<file path="config.mk">
export PLATFORM = sky130hd
export DESIGN_NAME = fetch_unit
export DESIGN_NICKNAME = d
export VERILOG_FILES = /design/src/rtl/fetch_unit.sv
export SDC_FILE = /design/constraint.sdc
export NUM_CORES = 1
export LEC_CHECK = 0
export CAP_MARGIN = 5
export CORE_MARGIN = 1
export CORE_UTILIZATION = 36
export CTS_CLUSTER_SIZE = 24
export DETAILED_ROUTE_END_ITERATION = 16
export HOLD_SLACK_MARGIN = 0.02
export PLACE_DENSITY = 0.86
export SLEW_MARGIN = 5
export SYNTH_ARGS = -nofsm -noshare
export SYNTH_HDL_FRONTEND = slang
export SYNTH_SLANG_ARGS = --single-unit
</file>
<file path="constraint.sdc">
create_clock -name CLK -period 2.8 [get_ports CLK]
set_input_delay 0.84 -clock CLK [delete_from_list [all_inputs] [get_ports CLK]]
set_output_delay 0.84 -clock CLK [all_outputs]
set_load 0.02 [all_outputs]
</file>
<file path="src/rtl/fetch_unit.sv">
// Instruction fetch stage: IDLE/RUN/HALT sequencer driving the PC and the IF/ID handoff.
// Optional performance counters are compiled in with `define FETCH_PERF_CNT_EN.
module fetch_unit #(
  parameter logic [7:0] RESET_PC = 8'h00
) (
  input  logic        CLK,
  input  logic        reset,
  input  logic        start,
  input  logic        stall,
  input  logic        branch_taken,
  input  logic [7:0]  branch_target,
  input  logic        halt_in,
  input  logic [8:0]  imem_rdata,
  output logic [7:0]  imem_addr,
  output logic [7:0]  PC_out,
  output logic [8:0]  instr_out,
  output logic        fetch_valid,
  output logic        flush_out,
  output logic        done,
  output logic [15:0] cycle_count,
  output logic [15:0] fetch_count
);

  localparam int unsigned AW = 8;
  localparam int unsigned IW = 9;
  localparam int unsigned CW = 16;

  typedef enum logic [1:0] {
    IDLE = 2'd0,
    RUN  = 2'd1,
    HALT = 2'd2
  } state_t;

  state_t        state;
  logic [AW-1:0] pc;

  // Sequencer: fetch_valid and done are registered alongside the state.
  always_ff @(posedge CLK) begin
    if (reset) begin
      state       <= IDLE;
      pc          <= RESET_PC;
      fetch_valid <= 1'b0;
      done        <= 1'b0;
    end else begin
      case (state)
        IDLE: begin
          if (start) begin
            state       <= RUN;
            fetch_valid <= 1'b1;
          end
        end
        RUN: begin
          if (halt_in) begin
            state       <= HALT;
            fetch_valid <= 1'b0;
            done        <= 1'b1;
          end else if (branch_taken) begin
            pc <= branch_target;
          end else if (!stall) begin
            pc <= pc + AW'(1);
          end
        end
        HALT: begin
          if (start) begin
            state       <= RUN;
            pc          <= RESET_PC;
            fetch_valid <= 1'b1;
            done        <= 1'b0;
          end
        end
        default: begin
          state       <= IDLE;
          pc          <= RESET_PC;
          fetch_valid <= 1'b0;
          done        <= 1'b0;
        end
      endcase
    end
  end

  // Redirect or halt squashes the instruction sitting in IF/ID this very cycle.
  assign flush_out = (state == RUN) && (halt_in || branch_taken);
  assign imem_addr = pc;
  assign PC_out    = pc;
  assign instr_out = fetch_valid ? imem_rdata : IW'(0);

`ifdef FETCH_PERF_CNT_EN
  logic [CW-1:0] cyc_q;
  logic [CW-1:0] fet_q;

  // Saturating counters; cleared by reset and by restart out of HALT.
  always_ff @(posedge CLK) begin
    if (reset || (state == HALT && start)) begin
      cyc_q <= CW'(0);
      fet_q <= CW'(0);
    end else if (state == RUN) begin
      if (cyc_q != {CW{1'b1}}) begin
        cyc_q <= cyc_q + CW'(1);
      end
      if (!stall && !branch_taken && (fet_q != {CW{1'b1}})) begin
        fet_q <= fet_q + CW'(1);
      end
    end
  end

  assign cycle_count = cyc_q;
  assign fetch_count = fet_q;
`else
  assign cycle_count = CW'(0);
  assign fetch_count = CW'(0);
`endif

endmodule

</file>
==> out/qor.txt <==
Post-route minimum period: 2.62 ns
Number of synthesized flops with an enable pin: 0
Sequential Power Share: 0.410
Utilization after layout: 0.514
Post-Synth Simple-Gate Area: 0.241
Antenna fix cells: 0
Ranking of synthesized cells by area: buf_4, dfxtp_1, a21oi_1, and2_1, nor2_1
YS warnings: 0
Top cell type's share of synthesized area: 0.284
Initial antenna violation count: 0
Pint: 297 uW
Final Routed Wirelength: 2250 um
Final Hold Slack: 0.522 ns
Startpoint types: input port
TritonCTS clock tree: built
Register area: 240 um^2
CTS buffer count: 3
Comb pwr share: 0.357
Critical path class: in2out
Layout cells sized above 1: 0.0663
First-pass GRT wire length: 3620 um
Adder-Cell Fraction of Synth Area: 0.0118
VDD IR-drop max: 0.234 mV
CTS resizes: 10
Wirelength per Cell: 10.6 um
Top-count cell post-synth: buf_4
Nets@finish: 207
Final Hold Vio Count: 0
Max-Cap Viols: 0
Rows: 19
Clk root buf: clkbuf_4
Pre-antenna DRT Iters: 4
Die boundary width: 56.2 um
Drt drc: 0
Gr usage total: 0.142
Clk Latency, worst-skew pair: 0.27 ns
Finish-stage setup viols: 0
Slew Limit Fails: 0
Overflow after GRT: 0
Net load switching power: 163 uW
#FFs+latches synth: 12
Clock sink count: 12
Clock power share: 0.233
Leak: 0.611 nW
Reg clk slew, reported paths: 0.08 ns
I/O Pins: 83
Die Ht: 56.2 um
Synth Cell Area: 0.00106 mm^2
Initial drt markers: 22
Syn Inst Count: 138
Initial Utilization: 0.383
Max Root-Sink Buffers: 2
Layout area overhead: 34.1%
CP Max Fanout: 2
Post-synth top area cell: buf_4
Mux cell area share after synthesis: 0.0189
Sw Ratio: 0.354
PwrDens: 325 mW/mm^2
CP Capture Type: output pin
Setup Buffers After CTS: 0
Sequential area share after synthesis: 0.227
Period utilisation layout: 0.937
Post-route ant nets: 0
Vias: 958
Fillers: 271
Crit path max-delay cell type: clkdlybuf4s50_1
Vias in the first global route: 832
Vias per Instance: 4.52
Final Skew: 0.0106 ns
Largest net degree at the start of global routing: 19
Cells along the critical path: clkdlybuf4s50_1 -> nor2_1 -> nor2_1 -> dlygate4sd2_1
Async S/R FF share, synth: 0
Mean area per synthesized cell: 7.66 um^2
Core Area: 0.00276 mm^2
Netlist cell types: 38
Multi-input logic area: 579 um^2
Largest family of logic cells by synthesized area: buffers and inverters
Primary FF master, synth: dfxtp_1
Routability cong.: 0.726
Post-synthesis xor/xnor area fraction: 0
CP most frequent cell: nor2_1
Status: complete, no violations
Arrival time at the worst endpoint: 1.78 ns
Worst min path class: reg2reg
Htree depth: 1
Largest stage delay, worst path: 0.48 ns
Hold buffer count at cts: 0
RSZ-0062 raised after global routing: false
Synth Area in Compound Gates: 0.162
Fmax: 381 MHz
List of most frequent post-synthesis cells: buf_4, a21oi_1, dfxtp_1, and2_1, nor2_1
Die area: 0.00316 mm^2
IO Port Bufs: 50
Req. time, crit path: 1.96 ns
Dpl hpwl: 1760 um
Total negative slack: 0 ns
-- through the flow --
| step | instances | total power, mW | instance area [um^2] | worst slack (ns) |
|---|---|---|---|---|
| after floorplan | 169 | 0.327 | 1170 | 0.466 |
| after global placement | 209 | 0.360 | 1410 | -0.0864 |
| after detailed placement | 209 | 0.363 | 1410 | -0.107 |
| after CTS | 212 | 0.462 | 1420 | 0.160 |
| after global routing | 212 | 0.486 | 1420 | 0.136 |
| final | 212 | 0.460 | 1420 | 0.175 |
-- worst paths after layout --
check          startpoint        end  slack [ns]  depth (start not counted)
min reg2reg     PC_out[3]  PC_out[3]        0.52                          2
min             PC_out[3]  PC_out[3]        0.52                          2
max          branch_taken  flush_out        0.18                          4
max reg2reg      state[0]  PC_out[7]        1.04                          4
-- area by class of cell --
| type | count | share of cell area |
|---|---|---|
| clock buffers | 3 | 0.0159 |
| inverters | 5 | 0.0132 |
| repair buffers | 54 | 0.365 |
| well taps | 31 | 0.0274 |
| multi-input cells | 107 | 0.409 |
| flip-flops and latches | 12 | 0.169 |
-- layout by cell type (no fill, tap or decap), types with 2 or more instances in the layout --
cell type / Yosys / routed
nor4_1: 2 / 2
clkbuf_4: 0 / 3
and2_1: 9 / 9
conb_1: 1 / 32
inv_1: 5 / 5
dlygate4sd2_1: 0 / 10
mux2i_1: 2 / 2
dfxtp_1: 12 / 12
nand2b_1: 2 / 2
a21o_1: 2 / 2
clkdlybuf4s50_1: 0 / 40
nand3_1: 2 / 2
nor3_1: 2 / 2
o22ai_1: 5 / 5
nor2_1: 9 / 9
buf_4: 40 / 4
o21ai_0: 2 / 2
a21oi_1: 13 / 13
nand2_1: 6 / 6
-- cell families (layout without fill, tap and decap cells) --
group,after synthesis,in the layout
compound gates,28,28
fa+ha+maj,1,1
mux,2,2
simple gates,44,44
other cells,1,32
flops,12,12
buf+inv,50,62
-- worst max-delay path: cells and delay by family --
family / cells / cell delay [ns]
simple gates: 2 / 0.13
buf+inv: 2 / 0.81
-- flip-flops by register name, indices dropped and copies added (netlist names) --
name         cells
PC_out           8
state            2
done             1
fetch_valid      1
-- metal layers --
| layer | vias to the layer above | share of wire | track usage |
|---|---|---|---|
| met5 | - | 0 | 0 |
| met4 | 0 | 0 | 0.0174 |
| met3 | 0 | 0.067 | 0.0488 |
| met2 | 39 | 0.50 | 0.250 |
| met1 | 431 | 0.44 | 0.172 |
| li1 | 488 | - | - |
-- power by group through the flow --
stage	Combinational (mW)	Clock [mW]	Sequential, mW
floorplan	0.135	0	0.193
global placement	0.168	0	0.192
detailed placement	0.170	0	0.193
CTS	0.164	0.109	0.189
global route	0.176	0.119	0.191
finish	0.164	0.107	0.189
(Power assumes the default switching activity.)
==> variant 1: new RTL, same settings <==
Build with the macro `FETCH_PERF_CNT_EN` defined.
--- a/src/rtl/fetch_unit.sv
+++ b/src/rtl/fetch_unit.sv
@@ -1,5 +1,7 @@
 // Instruction fetch stage: IDLE/RUN/HALT sequencer driving the PC and the IF/ID handoff.
 // Optional performance counters are compiled in with `define FETCH_PERF_CNT_EN.
+`define FETCH_PERF_CNT_EN
+
 module fetch_unit #(
   parameter logic [7:0] RESET_PC = 8'h00
 ) (
Behaviour: not the same (a bounded check fails within 4 cycles, from zero or initial values and one cycle with reset high).
==> variant 1 against the unedited design <==
Register-to-register slack lost 360 ps. Wire length grew to 2.9 times the old value. Fmax shrank 0.66%. Global-route usage grew 3.9 points. Synthesized area grew 140%. Setup slack worse by 17 ps. Sequential cell count is 31 higher. Power rose to 2.7 times the old value. First-iteration DRC count grew to 6.2 times the old value. Design area grew 150%.
==> variant 1: results (changes against the unedited design) <==
** Synthesis
- The sequential share of the synthesized area was 33.9% (+11 points).
- The post-synthesis mux area share was 3.59% (+1.7 points).
- Dominant synthesized flop cell :: sky130_fd_sc_hd__dfxtp_1
- The adder and majority cell fraction of the synthesized area came to 1.48% (+0.29 points).
- Post-Syn Nets :: about 330
- Yosys attributes the largest share of cell area to sky130_fd_sc_hd__dfxtp_1 (34%), sky130_fd_sc_hd__nand2_1 (5.0%), sky130_fd_sc_hd__a21oi_1 (4.7%).
- The xor/xnor share of the synthesized area is 0.689% (+0.69 points).
- Share of async-settable or async-resettable flops after synthesis :: 0% (unchanged)
- The compound-cell area share of the yosys netlist came to 20.5% (+4.3 points).
- The commonest cells after synthesis are sky130_fd_sc_hd__dfxtp_1 (43), sky130_fd_sc_hd__nand2_1 (34), sky130_fd_sc_hd__a21oi_1 (24).
- The warning count from the yosys run came to 0 (unchanged).
- The number of distinct library cells after synthesis came to 58 (+53%).

** Clock tree
- The number of buffers inserted by post-CTS setup repair came to 0 (unchanged).
- The total clock buffers created by CTS came to 5 (+2).
- Post-CTS Hold Buffers :: 0 (unchanged)
- Clock root cell :: sky130_fd_sc_hd__clkbuf_8
- The register clock-pin slew on the reported worst setup and hold paths was 80 ps (about the same).
- The later-pin clock latency in the skew report came to 290 ps (+20 ps).
- The H-tree depth was 2 (+1).
- The maximum root-to-sink buffer count was 2 (unchanged).

** Cells and area
- The share of post-route cells with drive strength above 1 was 9.14% (+2.5 points).
- The number of diodes came to 0 (unchanged).
- The net count of the finished layout came to 408 (+97%).
- Sequential Area :: 861 sq um (+260%)
- Filler Cell Count :: 646 (+140%)

** Power
- Leak :: 1.21 nW (+98%)
- The largest voltage drop on the vdd net is 196 uV (-16%).

** Min path
- Type of the tightest min-delay check :: reg2reg

** Critical path
- Critical Path Max Stage Delay :: between 400 and 500 ps
- Endpoint arrival time on the critical path :: 1800 ps (+20 ps)
- Crit path max fanout :: 2 (unchanged)
- The largest individual stage delay along the critical path comes from the cell sky130_fd_sc_hd__clkdlybuf4s50_1.
- On the critical path the largest part of the delay comes from buffers and inverters.

** Global routing
- The global routing met1 resource utilization was 23.1% (+5.9 points).
- The number of antenna violations at the first check in global routing is 0 (unchanged).
- Met2 layer usage reported by global route :: 31.4% (+6.4 points)
- Via count of the first global-routing pass :: 2,345 (+180%)
- The global-route wire length before repair was 10,900 microns (+200%).
- Largest net degree at the start of global routing :: 22 (+3)
- Met3 track utilization from global routing :: 3.75% (-1.1 points)
- The overall track demand over capacity in global routing was 18.1% (+3.9 points).

** Place
- The HPWL after detailed placement was 4800 microns (+170%).
- The final weighted congestion in routability-driven placement came to 0.865 (+19%).
- The number of I/O port buffers came to 82 (+64%).
- The post-placement cell area was 3420 sq um (+140%).

** Route
- Vias per Instance :: 5.50 (+22%)
- Number of design-rule violations left by the first detailed-router iteration :: 137 (+520%)
- Detailed-router iteration count before antenna repair :: 4 (unchanged)
- The routed wire length per instance is 13.6 microns (+28%).

** Timing
- Headroom to the max-slew limit came out at between 20% and 30%.
- The setup skew after layout came to 5.37 ps (-5.22 ps).

** Status
- Outcome :: finished clean
## variant 1: repair_timing
item	4_1_cts	5_1_grt
endpoints found under the hold margin	0	0
setup endpoints to repair	10	0
gates resized for setup	10	0
## variant 1: final cells by class
class / instances / share of cell area, %
clock inverters: 1 / 0.214
multi-input cells: 232 / 42.9
inverters: 6 / 0.642
well taps: 96 / 3.42
flip-flops and latches: 43 / 24.5
clock buffers: 7 / 2.75
repair buffers: 94 / 25.6
## variant 1: metal layers
metal  up-vias  share of wire [%]
met2        97                 51
met1      1246                 43
met5         -                  0
li1       1282                  -
met3         8                5.6
met4         0               0.95
## variant 1: worst paths after layout
check                                   start  slack (ps)                          end  cells after the start
setup / recovery                      halt_in         160                    flush_out                      4
hold / removal    fetch_count[9]$_SDFFE_PP0P_         500  fetch_count[9]$_SDFFE_PP0P_                      2
setup reg to reg     fetch_valid$_SDFFE_PP0P_         680  cycle_count[7]$_SDFFE_PP0P_                      5
hold reg to reg   fetch_count[9]$_SDFFE_PP0P_         500  fetch_count[9]$_SDFFE_PP0P_                      2
## variant 1: metrics by stage
step	hold WS (ps)	setup WS, ps	power (W)	std cells
2_1_floorplan	547	339	0.000737	305
3_3_place_gp	464	-84.7	0.000814	471
3_5_place_dp	484	-123	0.000818	471
4_1_cts	496	144	0.00125	479
5_1_grt	521	58.6	0.00129	479
6_report	497	158	0.00123	479
## variant 1: kinds of logic after synthesis
group           count (synthesis)
compound gates                 77
flops                          43
buf+inv                        30
mux                             9
xor+xnor                        2
fa+ha+maj                       3
simple gates                  141
## variant 1: tightest hold or removal path: stages (launching register included)
cell	delay, ps
sky130_fd_sc_hd__dfxtp_1	340
sky130_fd_sc_hd__nand2_1	60
sky130_fd_sc_hd__mux2i_1	50
## variant 1: power by group
group / internal (W) / switching, W / leakage, nW
clock network: 0.000225 / 0.000211 / 0.0505
registers: 0.000618 / 0.00000889 / 0.347
logic: 0.0000852 / 0.0000866 / 0.816
==> variant 2: new RTL, same settings <==
Without the edit above. Re-encode `state_t` (3 states) as one-hot, 3 bits wide.
--- a/src/rtl/fetch_unit.sv
+++ b/src/rtl/fetch_unit.sv
@@ -25,10 +25,10 @@
   localparam int unsigned IW = 9;
   localparam int unsigned CW = 16;
 
-  typedef enum logic [1:0] {
-    IDLE = 2'd0,
-    RUN  = 2'd1,
-    HALT = 2'd2
+  typedef enum logic [2:0] {
+    IDLE = 3'b001,
+    RUN  = 3'b010,
+    HALT = 3'b100
   } state_t;
 
   state_t        state;
Check against the original RTL: no difference found for any inputs over 10 cycles, from zero or initial values and one cycle with reset high; not proved beyond that.
==> variant 2 against the unedited design <==
Design area rose by 13%. Power increased by 4.9%. Sequential power rose by 6%. Non-clock buffer count is 1 lower. Setup slack improved by 8.6 ps. Sequential cell count rose by 1. Synthesized area increased by 16%. Wire length up 16%. Critical path depth decreased by 1. First-iteration DRC count did not move. Critical path type unchanged. Largest power group unchanged.
==> variant 2: results (changes against the unedited design) <==
** Place
- The HPWL after detailed placement was 2040 microns (+16%).
- The final weighted congestion in routability-driven placement came to 0.822 (+13%).

** Global routing
- The overall track demand over capacity in global routing was 13.7% (-0.59 points).
- The global routing met1 resource utilization is 17.2% (about the same).
- Via count of the first global-routing pass :: 891 (+7.1%)
- The global-route wire length before repair came to 3830 microns (+5.7%).
- The met2 capacity usage during global routing was 21.7% (-3.3 points).
- Met3 track utilization from global routing :: 2.35% (-2.5 points)
- Largest net degree at the start of global routing :: 20 (+1)

** Synthesis
- Most common library cells after synthesis :: sky130_fd_sc_hd__buf_4 (41), sky130_fd_sc_hd__dfxtp_1 (13), sky130_fd_sc_hd__and2_1 (10)
- The number of distinct library cells after synthesis came to 44 (+16%).
- After synthesis, the cell types taking the most area are sky130_fd_sc_hd__buf_4 (25%), sky130_fd_sc_hd__dfxtp_1 (21%), sky130_fd_sc_hd__and2_1 (5.1%).
- Mean area per synthesized cell :: 7.72 sq um (+0.76%)
- Sequential share of the synthesized area :: 21.2% (-1.5 points)

** Route
- The total via count in the routed design is 1,131 (+18%).
- Detailed-router iteration count before antenna repair :: 6 (+2)
- Total detailed-routing wirelength :: 2610 microns (+16%)

** Power
- The power share of the sequential group was 41.5% (+0.5 points).
- The leakage dissipation is 0.658 nW (+7.7%).
- Proportion of power drawn by combinational gates :: 33.7% (-2.0 points)
- Peak supply drop :: 94.0 uV (-60%)
- The net switching power figure was 0.000169 W (+4.1%).

** Cells and area
- Final Net Count :: 225 (+8.7%)

** Critical path
- Critical Path Max Stage Delay :: 500 ps (+20 ps)
- The depth of the worst register-to-register path was 5 (+1).

** Timing
- The setup skew after layout is 0.654 ps (-9.94 ps).

** Status
- The flow ran to the end, and the final reports show no timing, DRC or antenna violations.
[variant 2: repair_timing]
item | in CTS | in global routing
setup buffers | 0 | 0
gates resized for setup | 10 | 0
endpoints found under the setup margin | 10 | 0
[variant 2: path summary, 6_finish.rpt]
kind | slack, ps | from | endpoint
setup / recovery | 180 | halt_in | flush_out
hold / removal | 520 | done$_SDFFE_PP0P_ | done$_SDFFE_PP0P_
setup reg to reg | 1160 | state[0]$_SDFFE_PP1P_ | PC_out[5]$_SDFFE_PP0P_
hold reg to reg | 520 | done$_SDFFE_PP0P_ | done$_SDFFE_PP0P_
[variant 2: cell families after synthesis]
group                      share of synthesized area (%)
other                                              0.306
and+or+nand+nor                                     25.3
xor gates and xnor gates                            1.43
adders and majority gates                           1.02
AOI/OAI and AO/OA                                   20.1
muxes                                              0.917
DFF                                                 21.2
buffers and inverters                               29.8
[variant 2: through the flow]
stage	hold slack, ps	setup WS [ps]	util, %	instance area (sq um)	cells
2_1_floorplan	574	386	-	1340	190
3_3_place_gp	501	-117	50.2	1580	240
3_5_place_dp	509	-99.7	50.2	1580	240
4_1_cts	525	167	50.6	1600	244
5_1_grt	573	147	50.6	1600	244
6_report	521	184	50.6	1600	244
[variant 2: metal layers]
metal  wire (microns)  vias up
li1                 -      564
met1             1160      507
met4               34        0
met2             1210       56
met5                0        -
met3              203        4
[variant 2: critical path: cells and delay by family]
family	cells	cell delay [ps]
AOI/OAI and AO/OA	1	110
buffers and inverters	2	830
[variant 2: layout make-up]
cell class	instances	area [sq um]
inverters	7	26.3
multi-input cells	123	718
flip-flops and latches	13	260
well taps	44	55.1
fillers	326	1560
repair buffers	53	510
clock buffers	4	26.3
